===== config.mk =====
export PLATFORM = sky130hd
export DESIGN_NAME = conv_tile_fetch_flat
export DESIGN_NICKNAME = d
export VERILOG_FILES = /design/src/rtl/conv_pkg.sv /design/src/rtl/conv_tile_fetch_if.sv /design/src/rtl/conv_tile_fetch_bram_read_seq.sv /design/src/rtl/conv_tile_fetch.sv /design/src/flat_wrapper.sv
export SDC_FILE = /design/constraint.sdc
export NUM_CORES = 1
export LEC_CHECK = 0
export CAP_MARGIN = 40
export CORE_AREA = 2 2 259 261
export CTS_BUF_LIST = sky130_fd_sc_hd__clkbuf_2
export DETAILED_ROUTE_END_ITERATION = 12
export DIE_AREA = 0 0 261 263
export PLACE_DENSITY = 0.66
export SLEW_MARGIN = 15
export SYNTH_ARGS = -nofsm -noshare
export SYNTH_HDL_FRONTEND = slang
export SYNTH_SLANG_ARGS = --single-unit

===== constraint.sdc =====
create_clock -name clk -period 3.7 [get_ports clk]
set_input_delay 0.74 -clock clk [delete_from_list [all_inputs] [get_ports clk]]
set_output_delay 0.74 -clock clk [all_outputs]
set_load 0.05 [all_outputs]

===== src/rtl/conv_pkg.sv =====
// Shared parameters and FSM state type for the convolution tile fetcher.
package conv_pkg;

  localparam int TILE_SIZE    = 4;
  localparam int KERNEL_SIZE  = 3;
  localparam int CHANNELS     = 3;
  localparam int DATA_WIDTH   = 8;
  localparam int KERNEL_WIDTH = 8;
  localparam int IN_ADDR_W    = 15;
  localparam int K_ADDR_W     = 8;

  localparam int IN_LEN    = TILE_SIZE * TILE_SIZE * CHANNELS;
  localparam int K_LEN     = KERNEL_SIZE * KERNEL_SIZE * CHANNELS;
  localparam int IN_FLAT_W = IN_LEN * DATA_WIDTH;
  localparam int K_FLAT_W  = K_LEN * KERNEL_WIDTH;

  typedef enum logic [1:0] {
    IDLE  = 2'd0,
    FETCH = 2'd1,
    DRAIN = 2'd2,
    HOLD  = 2'd3
  } fetch_state_e;

endpackage


===== src/rtl/conv_tile_fetch_if.sv =====
// Command, BRAM and tile-handshake signals of the tile fetcher; slave = fetcher side.
interface conv_tile_fetch_if;
  import conv_pkg::*;

  logic                    start;
  logic                    load_kernel;
  logic [IN_ADDR_W-1:0]    in_base;
  logic [K_ADDR_W-1:0]     k_base;
  logic                    in_en;
  logic [IN_ADDR_W-1:0]    in_addr;
  logic [DATA_WIDTH-1:0]   in_dout;
  logic                    k_en;
  logic [K_ADDR_W-1:0]     k_addr;
  logic [KERNEL_WIDTH-1:0] k_dout;
  logic [IN_FLAT_W-1:0]    flat_input;
  logic [K_FLAT_W-1:0]     flat_kernel;
  logic                    tile_valid;
  logic                    tile_ready;
  logic                    busy;
  logic                    done;

  modport slave (
    input  start, load_kernel, in_base, k_base, in_dout, k_dout, tile_ready,
    output in_en, in_addr, k_en, k_addr, flat_input, flat_kernel, tile_valid, busy, done
  );

  modport master (
    output start, load_kernel, in_base, k_base, in_dout, k_dout, tile_ready,
    input  in_en, in_addr, k_en, k_addr, flat_input, flat_kernel, tile_valid, busy, done
  );

endinterface


===== src/rtl/conv_tile_fetch_bram_read_seq.sv =====
// One BRAM read stream: issues LEN consecutive addresses after launch and tags
// the returning data with its destination slot in the packed vector.
module bram_read_seq #(
  parameter int LEN    = 48,
  parameter int W      = 8,
  parameter int ADDR_W = 15,
  parameter int LAT    = 1
) (
  input  logic                      clk,
  input  logic                      reset,
  input  logic                      launch,
  input  logic [ADDR_W-1:0]         base,
  output logic                      en,
  output logic [ADDR_W-1:0]         addr,
  output logic                      cap_en,
  output logic [$clog2(LEN*W)-1:0]  cap_lsb,
  output logic                      issue_last,
  output logic                      cap_last
);

  localparam int CNT_W = $clog2(LEN + 1);
  localparam int LSB_W = $clog2(LEN * W);

  logic              active_q,  active_d;
  logic [CNT_W-1:0]  cnt_q,     cnt_d;
  logic [ADDR_W-1:0] base_q,    base_d;
  logic              en_q,      en_d;
  logic [ADDR_W-1:0] addr_q,    addr_d;
  logic [LAT-1:0]    pipe_q,    pipe_d;
  logic [CNT_W-1:0]  cap_idx_q, cap_idx_d;

  assign en         = en_q;
  assign addr       = addr_q;
  assign cap_en     = pipe_q[LAT-1];
  assign cap_lsb    = LSB_W'((LEN - 1 - int'(cap_idx_q)) * W);
  assign issue_last = active_q && (cnt_q == CNT_W'(LEN - 1));
  assign cap_last   = cap_en && (cap_idx_q == CNT_W'(LEN - 1));

  always_comb begin
    // NOTE: every variable gets a default before any branch so no path leaves it unassigned, which would infer a latch.
    active_d  = active_q;
    cnt_d     = cnt_q;
    base_d    = base_q;
    en_d      = 1'b0;
    addr_d    = addr_q;
    cap_idx_d = cap_idx_q;
    // Issue flags walk down the pipe in step with the BRAM read latency.
    pipe_d    = LAT'({pipe_q, en_q});

    if (launch) begin
      active_d  = 1'b1;
      cnt_d     = '0;
      base_d    = base;
      cap_idx_d = '0;
    end else if (active_q) begin
      en_d   = 1'b1;
      addr_d = base_q + ADDR_W'(cnt_q);
      cnt_d  = cnt_q + 1'b1;
      if (issue_last) active_d = 1'b0;
    end

    if (cap_en) cap_idx_d = cap_idx_q + 1'b1;
  end

  always_ff @(posedge clk) begin
    // NOTE: state updates use non-blocking assignments so every flop samples pre-edge values regardless of statement order.
    if (reset) begin
      active_q  <= 1'b0;
      cnt_q     <= '0;
      base_q    <= '0;
      en_q      <= 1'b0;
      addr_q    <= '0;
      pipe_q    <= '0;
      cap_idx_q <= '0;
    end else begin
      active_q  <= active_d;
      cnt_q     <= cnt_d;
      base_q    <= base_d;
      en_q      <= en_d;
      addr_q    <= addr_d;
      pipe_q    <= pipe_d;
      cap_idx_q <= cap_idx_d;
    end
  end

endmodule


===== src/rtl/conv_tile_fetch.sv =====
// Fetches one input tile and optionally one kernel from BRAM, packs them into
// flat vectors and holds them under valid/ready until the PE takes them.
module conv_tile_fetch
  import conv_pkg::*;
#(
  parameter int BRAM_LAT = 1
) (
  input logic              clk,
  input logic              reset,
  conv_tile_fetch_if.slave bus
);

  localparam int IN_LSB_W = $clog2(IN_FLAT_W);
  localparam int K_LSB_W  = $clog2(K_FLAT_W);

  fetch_state_e         state_q, state_d;
  logic                 done_q, done_d;
  logic [IN_FLAT_W-1:0] flat_input_q, flat_input_d;
  logic [K_FLAT_W-1:0]  flat_kernel_q, flat_kernel_d;

  logic                 launch_in, launch_k;
  logic                 in_en, k_en;
  logic [IN_ADDR_W-1:0] in_addr;
  logic [K_ADDR_W-1:0]  k_addr;
  logic                 in_cap_en, k_cap_en;
  logic [IN_LSB_W-1:0]  in_cap_lsb;
  logic [K_LSB_W-1:0]   k_cap_lsb;
  logic                 in_issue_last, in_cap_last;
  logic                 k_issue_last, k_cap_last;
  logic                 unused_k_status;

  // The kernel is never longer than the tile, so the input stream alone paces the FSM.
  assign unused_k_status = k_issue_last | k_cap_last;

  assign launch_in = (state_q == IDLE) && bus.start;
  assign launch_k  = launch_in && bus.load_kernel;

  bram_read_seq #(
    .LEN(IN_LEN), .W(DATA_WIDTH), .ADDR_W(IN_ADDR_W), .LAT(BRAM_LAT)
  ) u_in_seq (
    .clk       (clk),
    .reset     (reset),
    .launch    (launch_in),
    .base      (bus.in_base),
    .en        (in_en),
    .addr      (in_addr),
    .cap_en    (in_cap_en),
    .cap_lsb   (in_cap_lsb),
    .issue_last(in_issue_last),
    .cap_last  (in_cap_last)
  );

  bram_read_seq #(
    .LEN(K_LEN), .W(KERNEL_WIDTH), .ADDR_W(K_ADDR_W), .LAT(BRAM_LAT)
  ) u_k_seq (
    .clk       (clk),
    .reset     (reset),
    .launch    (launch_k),
    .base      (bus.k_base),
    .en        (k_en),
    .addr      (k_addr),
    .cap_en    (k_cap_en),
    .cap_lsb   (k_cap_lsb),
    .issue_last(k_issue_last),
    .cap_last  (k_cap_last)
  );

  always_comb begin
    state_d = state_q;
    done_d  = 1'b0;
    unique case (state_q)
      IDLE:  if (bus.start)      state_d = FETCH;
      FETCH: if (in_issue_last)  state_d = DRAIN;
      DRAIN: if (in_cap_last)    state_d = HOLD;
      HOLD: begin
        if (bus.tile_ready) begin
          state_d = IDLE;
          done_d  = 1'b1;
        end
      end
      default: state_d = IDLE;
    endcase
  end

  // Packing: element i lands at slot LEN-1-i, so element 0 occupies the MSBs.
  always_comb begin
    flat_input_d  = flat_input_q;
    flat_kernel_d = flat_kernel_q;
    if (in_cap_en) flat_input_d[in_cap_lsb +: DATA_WIDTH]  = bus.in_dout;
    if (k_cap_en)  flat_kernel_d[k_cap_lsb +: KERNEL_WIDTH] = bus.k_dout;
  end

  always_ff @(posedge clk) begin
    if (reset) begin
      state_q       <= IDLE;
      done_q        <= 1'b0;
      // NOTE: the packed vectors are ordinary registers, not RAM, so they take reset and read as zero until the first capture.
      flat_input_q  <= '0;
      flat_kernel_q <= '0;
    end else begin
      state_q       <= state_d;
      done_q        <= done_d;
      flat_input_q  <= flat_input_d;
      flat_kernel_q <= flat_kernel_d;
    end
  end

  assign bus.in_en       = in_en;
  assign bus.in_addr     = in_addr;
  assign bus.k_en        = k_en;
  assign bus.k_addr      = k_addr;
  assign bus.flat_input  = flat_input_q;
  assign bus.flat_kernel = flat_kernel_q;
  assign bus.tile_valid  = (state_q == HOLD);
  assign bus.busy        = (state_q != IDLE);
  assign bus.done        = done_q;

endmodule


===== src/flat_wrapper.sv =====
// flat-port wrapper written by rule: the top's interface ports become plain ports
module conv_tile_fetch_flat import conv_pkg::*;
#(
  parameter int BRAM_LAT = 1
)
  (clk, reset, bus_start, bus_load_kernel, bus_in_base, bus_k_base, bus_in_dout, bus_k_dout, bus_tile_ready, bus_in_en, bus_in_addr, bus_k_en, bus_k_addr, bus_flat_input, bus_flat_kernel, bus_tile_valid, bus_busy, bus_done);
  conv_tile_fetch_if bus_i ();
  input logic clk;
  input logic reset;
  input wire logic [$bits(bus_i.start)-1:0] bus_start;
  input wire logic [$bits(bus_i.load_kernel)-1:0] bus_load_kernel;
  input wire logic [$bits(bus_i.in_base)-1:0] bus_in_base;
  input wire logic [$bits(bus_i.k_base)-1:0] bus_k_base;
  input wire logic [$bits(bus_i.in_dout)-1:0] bus_in_dout;
  input wire logic [$bits(bus_i.k_dout)-1:0] bus_k_dout;
  input wire logic [$bits(bus_i.tile_ready)-1:0] bus_tile_ready;
  output wire logic [$bits(bus_i.in_en)-1:0] bus_in_en;
  output wire logic [$bits(bus_i.in_addr)-1:0] bus_in_addr;
  output wire logic [$bits(bus_i.k_en)-1:0] bus_k_en;
  output wire logic [$bits(bus_i.k_addr)-1:0] bus_k_addr;
  output wire logic [$bits(bus_i.flat_input)-1:0] bus_flat_input;
  output wire logic [$bits(bus_i.flat_kernel)-1:0] bus_flat_kernel;
  output wire logic [$bits(bus_i.tile_valid)-1:0] bus_tile_valid;
  output wire logic [$bits(bus_i.busy)-1:0] bus_busy;
  output wire logic [$bits(bus_i.done)-1:0] bus_done;
  assign bus_i.start = bus_start;
  assign bus_i.load_kernel = bus_load_kernel;
  assign bus_i.in_base = bus_in_base;
  assign bus_i.k_base = bus_k_base;
  assign bus_i.in_dout = bus_in_dout;
  assign bus_i.k_dout = bus_k_dout;
  assign bus_i.tile_ready = bus_tile_ready;
  assign bus_in_en = bus_i.in_en;
  assign bus_in_addr = bus_i.in_addr;
  assign bus_k_en = bus_i.k_en;
  assign bus_k_addr = bus_i.k_addr;
  assign bus_flat_input = bus_i.flat_input;
  assign bus_flat_kernel = bus_i.flat_kernel;
  assign bus_tile_valid = bus_i.tile_valid;
  assign bus_busy = bus_i.busy;
  assign bus_done = bus_i.done;
  conv_tile_fetch #(.BRAM_LAT(BRAM_LAT)) u_core (.clk(clk), .reset(reset), .bus(bus_i));
endmodule

==> impl_metrics.csv <==
group,metric,value,unit
run_status,run_status,"complete, no violations",
routing,dr.pass1.iters,5,
power_and_ir_drop,ir_drop,0.2595,mV
yosys,synth_seq_area_share,0.5156,
sta,hold_viol,0,
sta,slew_violations,0,
sta,tns,0,ns
yosys,synth_top_flop_cell,"dfxtp_1",
sta,grt_setup_unrepaired,"no",
place,place_congestion,0.8911,
power_and_ir_drop,powerDensity,383.6,nW/µm²
floorplan,ios,672,
yosys,netlist_area,26280,µm²
clocking,htreeDepth,4,
sta,period_needed,3.439,ns
routing,via_per_inst,5.246,
clocking,clk_latency,1.38,ns
worst_setup_path,critPathRequiredTime,2.96,ns
sta,worstMarginPinSlew,0.9005,ns
clocking,cts_inserted_buffers,172,
floorplan,dieArea,68640,µm²
sta,fmax,290.8,MHz
worst_setup_path,criticalPathCategory,"reg2out",
yosys,synth_edf_count,0,
sta,fin_skew,0.09389,ns
worst_setup_path,r2r_start,"u_core.u_k_seq.cap_idx_q[0]$_SDFFE_PP0P_",
worst_setup_path,crit_chain,"clkdlybuf4s50_1",
layout,drive_gt1_frac,0.1085,
worst_setup_path,rrSetupSlack,0.34,ns
grt,grt_max_degree,163,
layout,nNetsFinal,3599,
place,dpl.hpwl,73180,µm
yosys,synth.distinct_cells,80,
layout,layout_common_cells,"dfxtp_1, clkdlybuf4s50_1, nand2_1",
sta,max_slew_margin,0.3997,
yosys,yosysWarnings,0,
power_and_ir_drop,finalPower,13.64,mW
clocking,cts.clk_slew.worst_paths,0.12,ns
worst_setup_path,critPathMaxFanout,2,
floorplan,dieHeight,263,µm
yosys,synthCells,2784,
worst_setup_path,crit_path_top_delay_cell,"clkdlybuf4s50_1",
routing,wirelength,99720,µm
worst_setup_path,crit_start,"u_core.bus.flat_input[204]$_SDFFE_PP0P_",
clocking,clock_tree.buffer_depth,3,
worst_setup_path,cp-start-kind,"flip-flop",
worst_hold_path,hp-start,"bus_k_dout[3]",
yosys,synth_nets,2859,
sta,setup_slack,0.2613,ns
floorplan,fp-row-count,94,
clocking,cts_tree,"yes",
floorplan,start_util,0.4005,
place,pre_cts_ws,0.1216,ns
clocking,clockRootBuffer,"clkbuf_2",
layout,areaGrowthSynthToFinish,35.31,%
routing,wl_per_cell,22.12,µm
grt,antenna_found_initial,2,
yosys,synth-seq-cells,677,
grt,grt_pass1_vias,23700,
worst_setup_path,crit_family,"buffers and inverters",
grt,grt_pass1_wl,147400,µm
routing,vias,23640,
place,dp_cells,4187,
layout,finalNonFillerCells,4507,
routing,ant_nets,0,
worst_hold_path,hold_class,"in2reg",
yosys,async_flop_share,0,
sta,finalCritPeriodShare,0.9294,
sta,hold_ws,0.2661,ns
grt,grt-ovfl-total,0,
routing,drtIter0Drc,1526,
worst_setup_path,cp.arrival,2.70,ns
worst_setup_path,path_buf_inv,1,
layout,fill_cells,5948,
place,io_buffers,671,
grt,globalRouteTotalUtil,0.2816,
layout,fin_area,35570,µm²
place,placed_cell_area,33830,µm²
sta,finalSetupViolations,0,
worst_setup_path,slowest_delay,1.02,ns
layout,multiInputGateArea,11910,µm²
layout,seq_area,13550,µm²
clocking,cts.sinks,677,
worst_setup_path,end_kind,"output port",
floorplan,core_area,65630,µm²
layout,final_common_cell,"dfxtp_1",
routing,drc,0,
yosys,avgSynthCellArea,9.441,µm²
flow_run,max_cap_viol_count,0,
power_and_ir_drop,power.leakage,13.53,nW
layout,post-route-util,0.5419,
floorplan,fp.dieW,261,µm
-- routing by layer --
metal / global-route usage / vias to the layer above / routed length [µm]
li1: - / 11150 / -
met1: 0.3123 / 11320 / 38350
met2: 0.4806 / 957 / 48300
met3: 0.1016 / 207 / 8978
met4: 0.1255 / 2 / 4079
met5: 0 / - / 12
-- Yosys cell counts (all sizes together) (12+ instances only) --
master  instances  share of area
a21oi          77          0.015
a22o           14         0.0047
a31o           27         0.0090
and2           37         0.0088
and3           12         0.0029
buf            35         0.0067
clkbuf        154          0.022
dfxtp         677           0.52
ha             29          0.014
inv            24         0.0034
mux2i         420           0.16
nand2         428          0.062
nand3         179          0.035
nand4          25         0.0060
nor2          287          0.043
nor2b          12         0.0029
nor3           41         0.0095
o21ai         141          0.027
xnor2          12         0.0040
-- sequential cells by signal (all words and copies together), names as in the netlist --
name / cells
u_core.u_k_seq.cap_en: 1
u_core.bus.flat_kernel: 216
u_core.u_k_seq.cnt_q: 5
u_core.u_in_seq.base_q: 15
u_core.u_in_seq.cap_en: 1
u_core.bus.flat_input: 384
u_core.u_in_seq.addr: 15
u_core.state_q: 2
u_core.u_k_seq.addr: 8
u_core.u_in_seq.cnt_q: 6
u_core.u_k_seq.en: 1
u_core.u_k_seq.cap_idx_q: 5
u_core.u_in_seq.en: 1
u_core.u_k_seq.base_q: 8
u_core.u_k_seq.active_q: 1
u_core.bus.done: 1
u_core.u_in_seq.cap_idx_q: 6
u_core.u_in_seq.active_q: 1
-- kinds of logic after synthesis --
family,Yosys count,share of synthesized area
simple gates,1074,0.1857
compound gates,342,0.08135
buf+inv,213,0.03218
fa+ha+maj,31,0.01533
flops,677,0.5156
xor+xnor,23,0.008188
mux,424,0.1617
-- final timing paths --
check | cells past startpoint | end
worst max-delay path | 1 | bus_flat_input[204]
worst min-delay path | 4 | u_core.bus.flat_kernel[11]$_SDFFE_PP0P_
worst min register to register | 1 | u_core.u_k_seq.cap_en$_SDFF_PP0_
worst max register to register | 9 | u_core.bus.flat_kernel[20]$_SDFFE_PP0P_
-- layout make-up --
class,count,share of cell area
clock buffers,229,0.03223
well taps,864,0.03040
inverters,24,0.002744
multi-input cells,1894,0.3349
diodes,2,0.0001407
clock inverters,62,0.008725
repair buffers,755,0.2098
flip-flops and latches,677,0.3811
-- power breakdown --
part           internal [mW]  switching (mW)
clock network           1.78            3.13
registers               7.39           0.100
logic                  0.379           0.870
total                   9.55            4.10
-- repair_timing --
item / 4_1_cts / 5_1_grt
hold buffers: 25 / 0
pin swaps: 0 / 2
endpoints found under the hold margin: 169 / 0
setup buffers: 0 / 2
gates resized for setup: 1 / 3
setup endpoints to repair: 1 / 51
No activity file was read; power rests on OpenSTA's default activity.
